File: src/rtl/alu_pkg.sv
// Shared encodings for the execute-ALU issue path: ALUCC codes, ALUOp/funct fields and the
// sequencer state type.
package alu_pkg;

    localparam int ALUCC_W = 4;

    localparam logic [ALUCC_W-1:0] ALUCC_MUL = 4'b0000;
    localparam logic [ALUCC_W-1:0] ALUCC_OR  = 4'b0001;
    localparam logic [ALUCC_W-1:0] ALUCC_ADD = 4'b0010;
    localparam logic [ALUCC_W-1:0] ALUCC_SUB = 4'b0110;

    localparam logic [1:0] ALUOP_MEM    = 2'b00;
    localparam logic [1:0] ALUOP_BRANCH = 2'b01;
    localparam logic [1:0] ALUOP_RTYPE  = 2'b10;
    localparam logic [1:0] ALUOP_RSVD   = 2'b11;

    localparam logic [2:0] F3_ADD_SUB_MUL = 3'b000;
    localparam logic [2:0] F3_OR          = 3'b110;

    localparam logic [6:0] F7_BASE = 7'b0000000;
    localparam logic [6:0] F7_ALT  = 7'b0100000;
    localparam logic [6:0] F7_MUL  = 7'b0000001;

    typedef enum logic [1:0] {
        ST_IDLE = 2'b00,
        ST_EXEC = 2'b01,
        ST_RESP = 2'b10
    } state_t;

endpackage

File: src/rtl/alu_decode.sv
// Combinational {aluop, funct3, funct7} -> {ALUCC, is_mul, legal} decoder.
// Illegal encodings report ALUCC_ADD so callers without a trap path can use the code directly.
module alu_decode
    import alu_pkg::*;
(
    input  logic [1:0]         i_aluop,
    input  logic [2:0]         i_funct3,
    input  logic [6:0]         i_funct7,
    output logic [ALUCC_W-1:0] o_alucc,
    output logic               o_is_mul,
    output logic               o_legal
);

    always_comb begin
        o_alucc  = ALUCC_ADD;
        o_is_mul = 1'b0;
        o_legal  = 1'b0;
        case (i_aluop)
            ALUOP_MEM: begin
                o_alucc = ALUCC_ADD;
                o_legal = 1'b1;
            end
            ALUOP_BRANCH: begin
                o_alucc = ALUCC_SUB;
                o_legal = 1'b1;
            end
            ALUOP_RTYPE: begin
                if (i_funct3 == F3_ADD_SUB_MUL && i_funct7 == F7_BASE) begin
                    o_alucc = ALUCC_ADD;
                    o_legal = 1'b1;
                end else if (i_funct3 == F3_ADD_SUB_MUL && i_funct7 == F7_ALT) begin
                    o_alucc = ALUCC_SUB;
                    o_legal = 1'b1;
                end else if (i_funct3 == F3_ADD_SUB_MUL && i_funct7 == F7_MUL) begin
                    o_alucc  = ALUCC_MUL;
                    o_is_mul = 1'b1;
                    o_legal  = 1'b1;
                end else if (i_funct3 == F3_OR && i_funct7 == F7_BASE) begin
                    o_alucc = ALUCC_OR;
                    o_legal = 1'b1;
                end
            end
            ALUOP_RSVD: begin
                o_legal = 1'b0;
            end
            default: begin
                o_legal = 1'b0;
            end
        endcase
    end

endmodule

File: src/rtl/alu_issue.sv
// Issue-side sequencer for the 64-bit execute ALU: accept, drive ALU, wait, return result.
// Optional: define ALU_ILLEGAL_TRAP_EN to answer illegal decodes with rsp_err instead of ADD.
//
// state   | meaning
// --------+------------------------------------------------------------
// ST_IDLE | req_ready high, waiting for a request
// ST_EXEC | alu_* driven, down-counting r_cnt until the ALU result is due
// ST_RESP | rsp_valid high, rsp_data/rsp_err held until rsp_ready
module alu_issue
    import alu_pkg::*;
#(
    parameter int DATA_WIDTH    = 64,
    parameter int OPCODE_LENGTH = 4,
    parameter int MUL_CYCLES    = 3
) (
    input  logic                     clk,
    input  logic                     rst_n,
    input  logic                     req_valid,
    output logic                     req_ready,
    input  logic [1:0]               req_aluop,
    input  logic [2:0]               req_funct3,
    input  logic [6:0]               req_funct7,
    input  logic [DATA_WIDTH-1:0]    req_a,
    input  logic [DATA_WIDTH-1:0]    req_b,
    output logic [DATA_WIDTH-1:0]    alu_srca,
    output logic [DATA_WIDTH-1:0]    alu_srcb,
    output logic [OPCODE_LENGTH-1:0] alu_alucc,
    input  logic [DATA_WIDTH-1:0]    alu_result,
    output logic                     rsp_valid,
    input  logic                     rsp_ready,
    output logic [DATA_WIDTH-1:0]    rsp_data,
    output logic                     rsp_err
);

    localparam int            CNT_W   = (MUL_CYCLES > 1) ? $clog2(MUL_CYCLES) : 1;
    localparam logic [CNT_W-1:0] CNT_MUL = CNT_W'(MUL_CYCLES - 1);

    state_t                   r_state;
    logic                     r_req_ready;
    logic                     r_rsp_valid;
    logic [DATA_WIDTH-1:0]    r_rsp_data;
    logic                     r_rsp_err;
    logic [DATA_WIDTH-1:0]    r_srca;
    logic [DATA_WIDTH-1:0]    r_srcb;
    logic [OPCODE_LENGTH-1:0] r_alucc;
    logic [CNT_W-1:0]         r_cnt;

    logic [ALUCC_W-1:0]       w_alucc;
    logic                     w_is_mul;
    logic                     w_legal;
    logic [ALUCC_W-1:0]       w_alucc_eff;
    logic                     w_is_mul_eff;

    alu_decode u_decode (
        .i_aluop  (req_aluop),
        .i_funct3 (req_funct3),
        .i_funct7 (req_funct7),
        .o_alucc  (w_alucc),
        .o_is_mul (w_is_mul),
        .o_legal  (w_legal)
    );

    // Illegal encodings fall back to a plain ADD when they are not trapped.
    assign w_alucc_eff  = w_legal ? w_alucc : ALUCC_ADD;
    assign w_is_mul_eff = w_is_mul & w_legal;

    always_ff @(posedge clk or negedge rst_n) begin
        if (!rst_n) begin
            r_state     <= ST_IDLE;
            r_req_ready <= 1'b1;
            r_rsp_valid <= 1'b0;
            r_rsp_data  <= '0;
            r_rsp_err   <= 1'b0;
            r_srca      <= '0;
            r_srcb      <= '0;
            r_alucc     <= OPCODE_LENGTH'(ALUCC_ADD);
            r_cnt       <= '0;
        end else begin
            case (r_state)
                ST_IDLE: begin
                    if (req_valid && r_req_ready) begin
                        r_req_ready <= 1'b0;
`ifdef ALU_ILLEGAL_TRAP_EN
                        if (!w_legal) begin
                            r_state     <= ST_RESP;
                            r_rsp_valid <= 1'b1;
                            r_rsp_data  <= '0;
                            r_rsp_err   <= 1'b1;
                        end else begin
                            r_srca  <= req_a;
                            r_srcb  <= req_b;
                            r_alucc <= OPCODE_LENGTH'(w_alucc_eff);
                            r_cnt   <= w_is_mul_eff ? CNT_MUL : '0;
                            r_state <= ST_EXEC;
                        end
`else
                        r_srca  <= req_a;
                        r_srcb  <= req_b;
                        r_alucc <= OPCODE_LENGTH'(w_alucc_eff);
                        r_cnt   <= w_is_mul_eff ? CNT_MUL : '0;
                        r_state <= ST_EXEC;
`endif
                    end
                end
                ST_EXEC: begin
                    if (r_cnt == '0) begin
                        r_rsp_data  <= alu_result;
                        r_rsp_err   <= 1'b0;
                        r_rsp_valid <= 1'b1;
                        r_state     <= ST_RESP;
                    end else begin
                        r_cnt <= r_cnt - 1'b1;
                    end
                end
                ST_RESP: begin
                    if (rsp_ready) begin
                        r_rsp_valid <= 1'b0;
                        r_req_ready <= 1'b1;
                        r_state     <= ST_IDLE;
                    end
                end
                default: begin
                    r_state     <= ST_IDLE;
                    r_req_ready <= 1'b1;
                    r_rsp_valid <= 1'b0;
                end
            endcase
        end
    end

    assign req_ready = r_req_ready;
    assign rsp_valid = r_rsp_valid;
    assign rsp_data  = r_rsp_data;
    assign alu_srca  = r_srca;
    assign alu_srcb  = r_srcb;
    assign alu_alucc = r_alucc;
`ifdef ALU_ILLEGAL_TRAP_EN
    assign rsp_err   = r_rsp_err;
`else
    assign rsp_err   = 1'b0;
`endif

endmodule

File: config.mk
export PLATFORM = sky130hd
export DESIGN_NAME = alu_issue
export DESIGN_NICKNAME = d
export VERILOG_FILES = /design/src/rtl/alu_pkg.sv /design/src/rtl/alu_decode.sv /design/src/rtl/alu_issue.sv
export SDC_FILE = /design/constraint.sdc
export NUM_CORES = 1
export LEC_CHECK = 0
export BUFFER_PORTS_ARGS = -buffer_cell sky130_fd_sc_hd__buf_4
export CAP_MARGIN = 25
export CORE_AREA = 2 2 158 160
export CTS_BUF_LIST = sky130_fd_sc_hd__clkbuf_8
export DETAILED_ROUTE_END_ITERATION = 8
export DIE_AREA = 0 0 160 162
export PLACE_DENSITY = 0.7
export SYNTH_ARGS = -nofsm -noshare
export SYNTH_HDL_FRONTEND = slang
export SYNTH_SLANG_ARGS = --single-unit
File: constraint.sdc
create_clock -name clk -period 2.49 [get_ports clk]
set_clock_uncertainty 0.2 [all_clocks]
set_input_delay 0.1245 -clock clk [delete_from_list [all_inputs] [get_ports clk]]
set_output_delay 0.1245 -clock clk [all_outputs]
set_load 0.01 [all_outputs]
==> results of run 1 <==
[synth_stat cells, types with 2 or more instances]
library cell / count
o21ai_1: 2
dfrtp_1: 199
and3b_1: 2
ha_1: 4
clkbuf_1: 15
dfstp_2: 2
buf_4: 3
nand2_1: 392
o21ai_0: 2
nor3_1: 2
mux2_4: 49
a21oi_1: 3
inv_1: 4
mux2_1: 15
nor2_1: 7
buf_6: 7
buf_2: 14
[where the power goes]
| part | switching (mW) | internal [mW] | total, mW |
|---|---|---|---|
| Sequential | 0.929 | 4.77 | 5.70 |
| Clock | 1.37 | 1.57 | 2.94 |
| Combinational | 2.41 | 3.12 | 5.52 |
| Total | 4.71 | 9.45 | 14.2 |
[per-layer routing]
metal / GRT usage / vias up
met5: 0 / -
met4: 0.0921 / 0
met3: 0.0692 / 77
met2: 0.383 / 376
met1: 0.248 / 3789
li1: - / 3571
[cells in the final DEF, fill, tap and decap left out, types with 2 or more instances in the layout]
| cell type | synthesis | layout |
|---|---|---|
| mux2_1 | 15 | 15 |
| buf_4 | 3 | 407 |
| conb_1 | 1 | 2 |
| dfrtp_1 | 199 | 199 |
| dfstp_2 | 2 | 2 |
| clkinvlp_4 | 0 | 2 |
| a21oi_1 | 3 | 3 |
| mux2_4 | 49 | 49 |
| inv_1 | 4 | 21 |
| dlygate4sd3_1 | 0 | 212 |
| nor3_1 | 2 | 2 |
| o21ai_1 | 2 | 2 |
| nor2_1 | 7 | 7 |
| buf_12 | 0 | 7 |
| clkbuf_8 | 0 | 44 |
| nand2_1 | 392 | 391 |
| ha_1 | 4 | 4 |
| o21ai_0 | 2 | 2 |
[registers in the layout, indices dropped and copies added (netlist names)]
| register | count |
|---|---|
| alu_srca | 64 |
| alu_srcb | 64 |
| rsp_data | 64 |
| alu_alucc | 3 |
| r_cnt | 2 |
| r_state | 2 |
| req_ready | 1 |
| rsp_valid | 1 |
[cell type report]
cell class,count,share of cell area
well taps,324,0.0286
flip-flops and latches,201,0.355
clock buffers,43,0.0417
clock inverters,21,0.00652
multi-input cells,498,0.191
inverters,4,0.00106
repair buffers,628,0.376
[worst register-to-register path, stage by stage, from the launching register on]
cell,delay (ps)
dfrtp_1,420
nor2b_2,160
and3b_4,230
buf_12,320
nand4_1,140
dlygate4sd3_1,580
o21ai_1,120
[cell families (layout without fill, tap and decap cells)]
group,Yosys count,count (layout),share of synthesized area
AND/OR/NAND/NOR,413,413,0.203
AO/OA/AOI/OAI,14,14,0.0124
multiplexers,65,65,0.115
buffers and inverters,43,696,0.0305
other,1,2,0.000471
adder cells (fa/ha/maj),4,4,0.00629
flip-flops,201,201,0.632
[metrics by stage]
step | total power, mW | hold slack [ps] | area [um^2] | util | setup slack, ps
2_1_floorplan | 7.64 | -371 | 7960 | - | 862
5_1_grt | 14.9 | 62.1 | 14200 | 0.589 | 51.3
6_report | 14.2 | 51.0 | 14200 | 0.589 | 127
3_3_place_gp | 10.7 | -22.6 | 11400 | 0.471 | 663
4_1_cts | 14.1 | 7.58 | 14200 | 0.588 | 22.8
3_5_place_dp | 10.8 | -17.3 | 11400 | 0.471 | 639
[worst paths after layout]
kind | end | slack, ps | cells past startpoint
worst max register to register | alu_alucc[0] | 250 | 6
worst min-delay path | alu_alucc[1] | 50 | 5
max in group asynchronous | rsp_data[41] | 860 | 4
min in group asynchronous | alu_srca[2] | 550 | 3
worst min register to register | alu_srca[60] | 270 | 2
worst max-delay path | r_cnt[1] | 130 | 7
[repair_timing]
item / in CTS / in global routing
endpoints found under the setup margin: 0 / 3
hold buffers: 214 / 0
resized for setup: 0 / 3
hold endpoints to repair: 400 / 0
==> flow_summary.toml, run 1 <==
[status]
status = "completed"

[synthesis]
ys.flop_type = "dfrtp_1"
synth_top_area_frac = 0.626
synth-edff-count = 0
synthTopCellsByArea = "dfrtp_1, nand2_1, mux2_4, mux2_1, buf_6"
yosys_warnings = 0
syn_area_um2 = 7960
yosysSeqAreaShare = 0.632
yosysTopAreaCell = "dfrtp_1"
syn_inst = 741
ys_seq_elements = 201
yosysUniqueCellTypes = 36
avgSynthCellArea_um2 = 10.7
async_flop_share = 1.00

[worst_setup_path]
worstSetupEndpointType = "flip-flop"
crit_required_ps = 2700
slowest_stage = "dlygate4sd3_1"
start_kind = "input port"
crit_family = "buffers and inverters"
crit_chain = "dlygate4sd3_1, buf_4, nand2_1, dlygate4sd3_1, or4_4, dlygate4sd3_1, o221ai_2"
critPathMostFrequentCell = "dlygate4sd3_1"
cp_num_buf_inv = 4
crit_fanout = 5
crit_start = "req_funct7[0]"
worstSetupPathType = "in2reg"
r2r_start = "r_state[1]"
cp.arrival_ps = 2580
slowest_delay_ps = 580

[finish]
syn2layout_area_growth_pct = 78.4
finalNonFillerCells = 1719
ff_latch_area_um2 = 5030
multi_input_area_um2 = 2710
nets = 1580
drive_gt1_frac = 0.373
fillers = 1832
n_antenna_cell = 0

[floorplan]
ios = 407
die_width_um = 160
core_um2 = 24100
row_count = 57
start_util = 0.330
die_h_um = 162
dieArea_um2 = 25900

[drt]
drc_errors = 0
first_pass_iters = 4
viasPerCell = 4.55
num_vias = 7813
wl_um = 28800
top_layer_used = "met4"
wl_per_cell_um = 16.8
drt-met1-wl_um = 11000
ant_nets = 0
met2WireLength_um = 14300
first_iter_violations = 407
wl_met3_um = 2410

[timing]
slew-limit-headroom = 0.604
finalCritPeriodShare = 0.949
rsz0062_at_grt = "no"
fin_tns_setup_ps = 0
setup_viol = 0
slew_violations = 0
fmax_ghz = 0.423
finalHoldViolCount = 0
worst_slew_pin_slew_ps = 594
period_needed_ps = 2360

[cts]
cts_setup_buffers = 0
clock_path_buffers = 3
clk_pin_slew_worst_paths_ps = 60
cts_max_level = 2
cts_sinks = 201
cts_tree = "built"
clk_latency_ps = 510
cts_root_buf = "clkbuf_8"
cts_buffers = 35

[placement]
dp.final_hpwl_um = 17400
gp_congestion = 0.817
dpl.cell_count = 1442
port_buffers = 404

[power]
ir_drop_v = 0.000552
p_leak_nw = 7.63
powerDensity_nw_per_um2 = 998

[grt]
grt_max_degree = 104
antenna_found_initial = 0
grt_overflow_total = 0
grt_use_total = 0.219
grt_pass1_wl_um = 45400
grt_pass1_vias = 8441

[worst_hold_path]
hp-start = "req_funct3[2]"
hold_class = "in2reg"

[flow_run]
cap_viol_max_count = 0
Power figures use the tool's default switching activity.
==> run 2, diff against run 1 <==
--- a/config.mk
+++ b/config.mk
@@ -5,13 +5,14 @@
 export SDC_FILE = /design/constraint.sdc
 export NUM_CORES = 1
 export LEC_CHECK = 0
+export ABC_AREA = 1
 export BUFFER_PORTS_ARGS = -buffer_cell sky130_fd_sc_hd__buf_4
 export CAP_MARGIN = 25
-export CORE_AREA = 2 2 158 160
+export CORE_AREA = 2 2 156 158
 export CTS_BUF_LIST = sky130_fd_sc_hd__clkbuf_8
 export DETAILED_ROUTE_END_ITERATION = 8
-export DIE_AREA = 0 0 160 162
-export PLACE_DENSITY = 0.7
+export DIE_AREA = 0 0 158 160
+export PLACE_DENSITY = 0.71
 export SYNTH_ARGS = -nofsm -noshare
 export SYNTH_HDL_FRONTEND = slang
 export SYNTH_SLANG_ARGS = --single-unit
==> flow_summary.toml, run 2 <==
[status]
status = "completed"

[synthesis]
synth_top_area_frac = 0.638
syn_inst = 897
ys_top_cells_by_count = "nand2_1, dfrtp_1, buf_2"
ys_seq_elements = 201
yosys_warnings = 0
synth_most_common_cell = "nand2_1"
synthTopCellsByArea = "dfrtp_1, nand2_1, buf_2, buf_4, dfstp_2"
syn_area_um2 = 7800
yosysSeqAreaShare = 0.645
synth-edff-count = 0
avgSynthCellArea_um2 = 8.70
yosysUniqueCellTypes = 21
async_flop_share = 1.00
ys.flop_type = "dfrtp_1"
yosysTopAreaCell = "dfrtp_1"

[floorplan]
dieArea_um2 = 25300
row_count = 57
core_um2 = 23800
die_h_um = 160
start_util = 0.328
die_width_um = 158
ios = 407

[timing]
period_needed_ps = 2380
setup_viol = 0
whs_ps = 38.2
fmax_ghz = 0.420
rsz0062_at_grt = "no"
slew_violations = 0
finalHoldViolCount = 0
worst_slew_pin_slew_ps = 788
slew-limit-headroom = 0.474
finalCritPeriodShare = 0.957
fin_tns_setup_ps = 0

[cts]
cts_sinks = 201
cts_tree = "built"
clk_latency_ps = 500
cts_buffers = 34
clock_path_buffers = 3
cts_root_buf = "clkbuf_8"
cts_max_level = 2
clk_pin_slew_worst_paths_ps = 60

[grt]
grt_max_degree = 75
grt_use_total = 0.229
grt_overflow_total = 0
grt_pass1_vias = 9029
antenna_found_initial = 1
grt_pass1_wl_um = 45800

[power]
ir_drop_v = 0.000642
power_mw = 15.8
powerDensity_nw_per_um2 = 1120
p_leak_nw = 7.74

[flow_run]
cap_viol_max_count = 0

[finish]
syn2layout_area_growth_pct = 80.2
nets = 1744
final_common_cell = "nand2_1"
drive_gt1_frac = 0.305
design_area_um2 = 14100
finalNonFillerCells = 1878
mostFrequentLayoutCells = "nand2_1, buf_4, dlygate4sd3_1, dfrtp_1, clkbuf_8"

[placement]
gp_congestion = 0.810
dp.final_hpwl_um = 17600
dpl.cell_count = 1596
place_area_um2 = 11200
port_buffers = 404

[worst_setup_path]
slowest_stage = "dlygate4sd3_1"
crit_fanout = 4
worstSetupPathType = "in2reg"
cp.arrival_ps = 2610
crit_chain = "dlygate4sd3_1, buf_4, nor2_1, nand4_1, dlygate4sd3_1, o21ai_0, dlygate4sd3_1, nand2_1, nand2_1"
crit_family = "buffers and inverters"
start_kind = "input port"
slowest_delay_ps = 580
critPathMostFrequentCell = "dlygate4sd3_1"
crit_required_ps = 2720
cp_num_buf_inv = 4
worstSetupEndpointType = "flip-flop"

[drt]
drc_errors = 0
ant_nets = 0
viasPerCell = 4.51
wl_um = 30000
first_pass_iters = 7
first_iter_violations = 541
wl_per_cell_um = 16.0
num_vias = 8476

[worst_hold_path]
hold_class = "in2async"
[run 2: changes by cell type in the layout (fill, tap and decap cells not counted), moves of 5 or more]
| cell | delta |
|---|---|
| dlygate4sd3_1 | +11 |
| inv_1 | +6 |
| mux2_1 | -15 |
| mux2_4 | -49 |
| nand2_1 | +206 |
| nand3_1 | +5 |
[run 2: layout make-up]
type	count	area, um^2
antenna	1	2.50
multi-input combinational	636	2490
sequential	201	5030
clock buffer	41	564
tap	324	405
clock inverter	16	68.8
inverter	18	70.1
fill	1870	9760
timing repair buffer	641	5430
[run 2: timing repair]
item	4_1_cts	5_1_grt
endpoints found under the hold margin	388	0
setup endpoints to repair	0	15
resized for setup	0	2
hold buffers	223	0
buffers inserted	0	0
[run 2: path summary, 6_finish.rpt]
path                            slack [ps]  cells after the start          start           end
worst max-delay path                   110                      9  req_funct3[2]  alu_alucc[2]
worst min-delay path                    40                      2          rst_n  rsp_data[42]
worst max register to register         130                      6      req_ready  alu_srca[57]
worst min register to register         280                      2   alu_srcb[27]  alu_srcb[27]
max in group asynchronous             1280                      3          rst_n  alu_srcb[19]
min in group clk                        50                      8  req_funct3[1]  alu_alucc[1]
[run 2: cell families after synthesis]
kind of cell	share of synthesized area
fa+ha+maj	0.00641
other cells	0.000481
flops	0.645
mux	0.00128
simple gates	0.303
compound gates	0.00417
buf+inv	0.0399
[run 2: worst register-to-register path, stage by stage, from the launching register on]
cell           delay [ps]
dfstp_2               600
nand4_4               240
inv_4                 160
buf_6                 290
nand2_1               130
nand2_1                90
dlygate4sd3_1         560
[run 2: power by group]
group          internal (mW)  total, mW  leakage, nW  switching, mW
clock                   1.48       2.77        0.368           1.29
combinational           3.39       7.18         4.87           3.79
sequential              4.85       5.81         2.50          0.958
total                   9.72       15.8         7.74           6.04
[run 2: layer usage]
layer  vias to the layer above  global-route usage  share of wire
met1                      4014               0.258           0.38
met2                       398               0.392           0.49
met4                         0               0.109          0.044
met5                         -                   0              0
li1                       3961                   -              -
met3                       103              0.0695          0.084
[run 2: metrics by stage]
step           setup WS, ps   util
6_report                107  0.590
5_1_grt                30.3  0.590
4_1_cts                25.5  0.590
3_5_place_dp            533  0.469
3_3_place_gp            553  0.469
2_1_floorplan           983      -
==> run 3, diff against run 2 <==
--- a/config.mk
+++ b/config.mk
@@ -5,14 +5,16 @@
 export SDC_FILE = /design/constraint.sdc
 export NUM_CORES = 1
 export LEC_CHECK = 0
-export ABC_AREA = 1
 export BUFFER_PORTS_ARGS = -buffer_cell sky130_fd_sc_hd__buf_4
 export CAP_MARGIN = 25
-export CORE_AREA = 2 2 156 158
+export CELL_PAD_IN_SITES_DETAIL_PLACEMENT = 0
+export CELL_PAD_IN_SITES_GLOBAL_PLACEMENT = 2
+export CORE_MARGIN = 2
+export CORE_UTILIZATION = 29
 export CTS_BUF_LIST = sky130_fd_sc_hd__clkbuf_8
 export DETAILED_ROUTE_END_ITERATION = 8
-export DIE_AREA = 0 0 158 160
-export PLACE_DENSITY = 0.71
+export PLACE_DENSITY = 0.95
 export SYNTH_ARGS = -nofsm -noshare
 export SYNTH_HDL_FRONTEND = slang
 export SYNTH_SLANG_ARGS = --single-unit
+export TNS_END_PERCENT = 20
==> flow_summary.toml, run 3 (synthesized netlist as in run 1, its figures left out) <==
[grt]
antenna_found_initial = 0
grt_overflow_total = 0
grt_pass1_vias = 8069
grt_use_total = 0.190
grt_pass1_wl_um = 43300
grt_max_degree = 83

[timing]
finalHoldViolCount = 1
period_needed_ps = 2370
setup_viol = 0
whs_ps = -10.9
timing.final.ws_setup_ps = 121
fmax_ghz = 0.422
fin_tns_setup_ps = 0
slew_violations = 0
finalCritPeriodShare = 0.951
rsz0062_at_grt = "no"

[drt]
drc_errors = 0
wl_um = 28100
first_iter_violations = 323
viasPerCell = 4.37
ant_nets = 0
wl_per_cell_um = 16.1
num_vias = 7633
first_pass_iters = 4

[worst_setup_path]
worstSetupEndpointType = "flip-flop"
slowest_stage = "dlygate4sd3_1"
critPathMostFrequentCell = "dlygate4sd3_1"
slowest_delay_ps = 580
crit_required_ps = 2710
start_kind = "input port"
crit_chain = "dlygate4sd3_1, buf_4, and3b_1, a21oi_1, dlygate4sd3_1, o21ai_0, dlygate4sd3_1, a31oi_1"
cp.arrival_ps = 2590
worstSetupPathType = "in2reg"
crit_fanout = 5

[cts]
cts_sinks = 201
cts_tree = "built"
cts_buffers = 38
clk_latency_ps = 510
clock_path_buffers = 3
clk_pin_slew_worst_paths_ps = 60
postCtsResizedCells = 0
cts_max_level = 2
cts_root_buf = "clkbuf_8"

[floorplan]
die_width_um = 170
core_um2 = 27000
start_util = 0.295
ios = 407
dieArea_um2 = 28800
row_count = 60
die_h_um = 170

[finish]
final_common_cell = "buf_4"
mostFrequentLayoutCells = "buf_4, nand2_1, dlygate4sd3_1, dfrtp_1"
nets = 1590
n_antenna_cell = 0
syn2layout_area_growth_pct = 81.2
drive_gt1_frac = 0.382

[placement]
dpl_worst_slack_ps = 550
gp_congestion = 0.781
dp.final_hpwl_um = 17700
port_buffers = 404

[power]
ir_drop_v = 0.000613
powerDensity_nw_per_um2 = 1010
p_leak_nw = 7.72

[flow_run]
cap_viol_max_count = 0

[status]
status = "finished with violations"
violations = "hold timing"

[worst_hold_path]
hold_class = "in2reg"
[run 3: cell count changes in the layout (fill, tap and decap cells not counted), moves of 5 or more]
cell / delta
nand2_1: -206
mux2_4: +49
mux2_1: +15
inv_1: -11
dlygate4sd3_1: -10
clkbuf_8: +7
buf_12: +5
clkinv_2: +5
nand3_1: -5
[run 3: worst paths after layout]
| check | from | endpoint | slack [ps] | depth (start not counted) |
|---|---|---|---|---|
| worst min-delay path | req_funct7[3] | alu_alucc[2] | -10 | 5 |
| worst max register to register | r_state[1] | alu_alucc[0] | 230 | 6 |
| worst min register to register | alu_srca[25] | alu_srca[25] | 270 | 2 |
| worst max-delay path | req_funct7[0] | alu_alucc[1] | 120 | 8 |
| max in group asynchronous | rst_n | alu_srca[43] | 990 | 4 |
| min in group asynchronous | rst_n | alu_srca[45] | 470 | 3 |
[run 3: where the power goes]
part           total, mW  leakage, nW  internal, mW  switching [mW]
Clock               3.48        0.475          2.05            1.43
Combinational       5.49         4.78          3.12            2.37
Sequential          5.65         2.47          4.77           0.881
Total               14.6         7.72          9.94            4.68
[run 3: worst max-delay path, delay by kind of cell]
| family | cells | cell delay [ps] |
|---|---|---|
| AO/OA/AOI/OAI | 3 | 320 |
| AND/OR/NAND/NOR | 1 | 270 |
| buffers and inverters | 4 | 1860 |
[run 3: per-stage QoR]
stage	hold slack, ps	cell area [um^2]	instances	power (mW)	utilization
final	-10.9	14400	1748	14.6	0.535
after global routing	17.4	14400	1748	15.5	0.535
after CTS	6.41	14400	1743	14.7	0.533
after detailed placement	-16.9	11400	1461	10.8	0.423
after global placement	-13.8	11400	1461	10.7	0.423
after floorplan	-371	7960	742	7.64	-
[run 3: per-layer routing]
layer,share of wire,vias up,routed length [um],GRT usage
met2,0.48,336,13500,0.324
met4,0.034,0,969,0.0732
li1,-,3601,-,-
met5,0,-,0,0
met1,0.40,3637,11100,0.222
met3,0.089,59,2490,0.0632
[run 3: final cells by class]
type / instances / area [um^2]
inverters: 4 / 15.0
fillers: 2240 / 12500
flip-flops and latches: 201 / 5030
clock buffers: 48 / 661
well taps: 341 / 427
repair buffers: 635 / 5420
clock inverters: 21 / 165
multi-input cells: 498 / 2700
[run 3: timing repair]
action,4_1_cts,5_1_grt
setup buffers,0,4
setup endpoints to repair,0,1
hold buffers,213,2
hold endpoints to repair,400,3
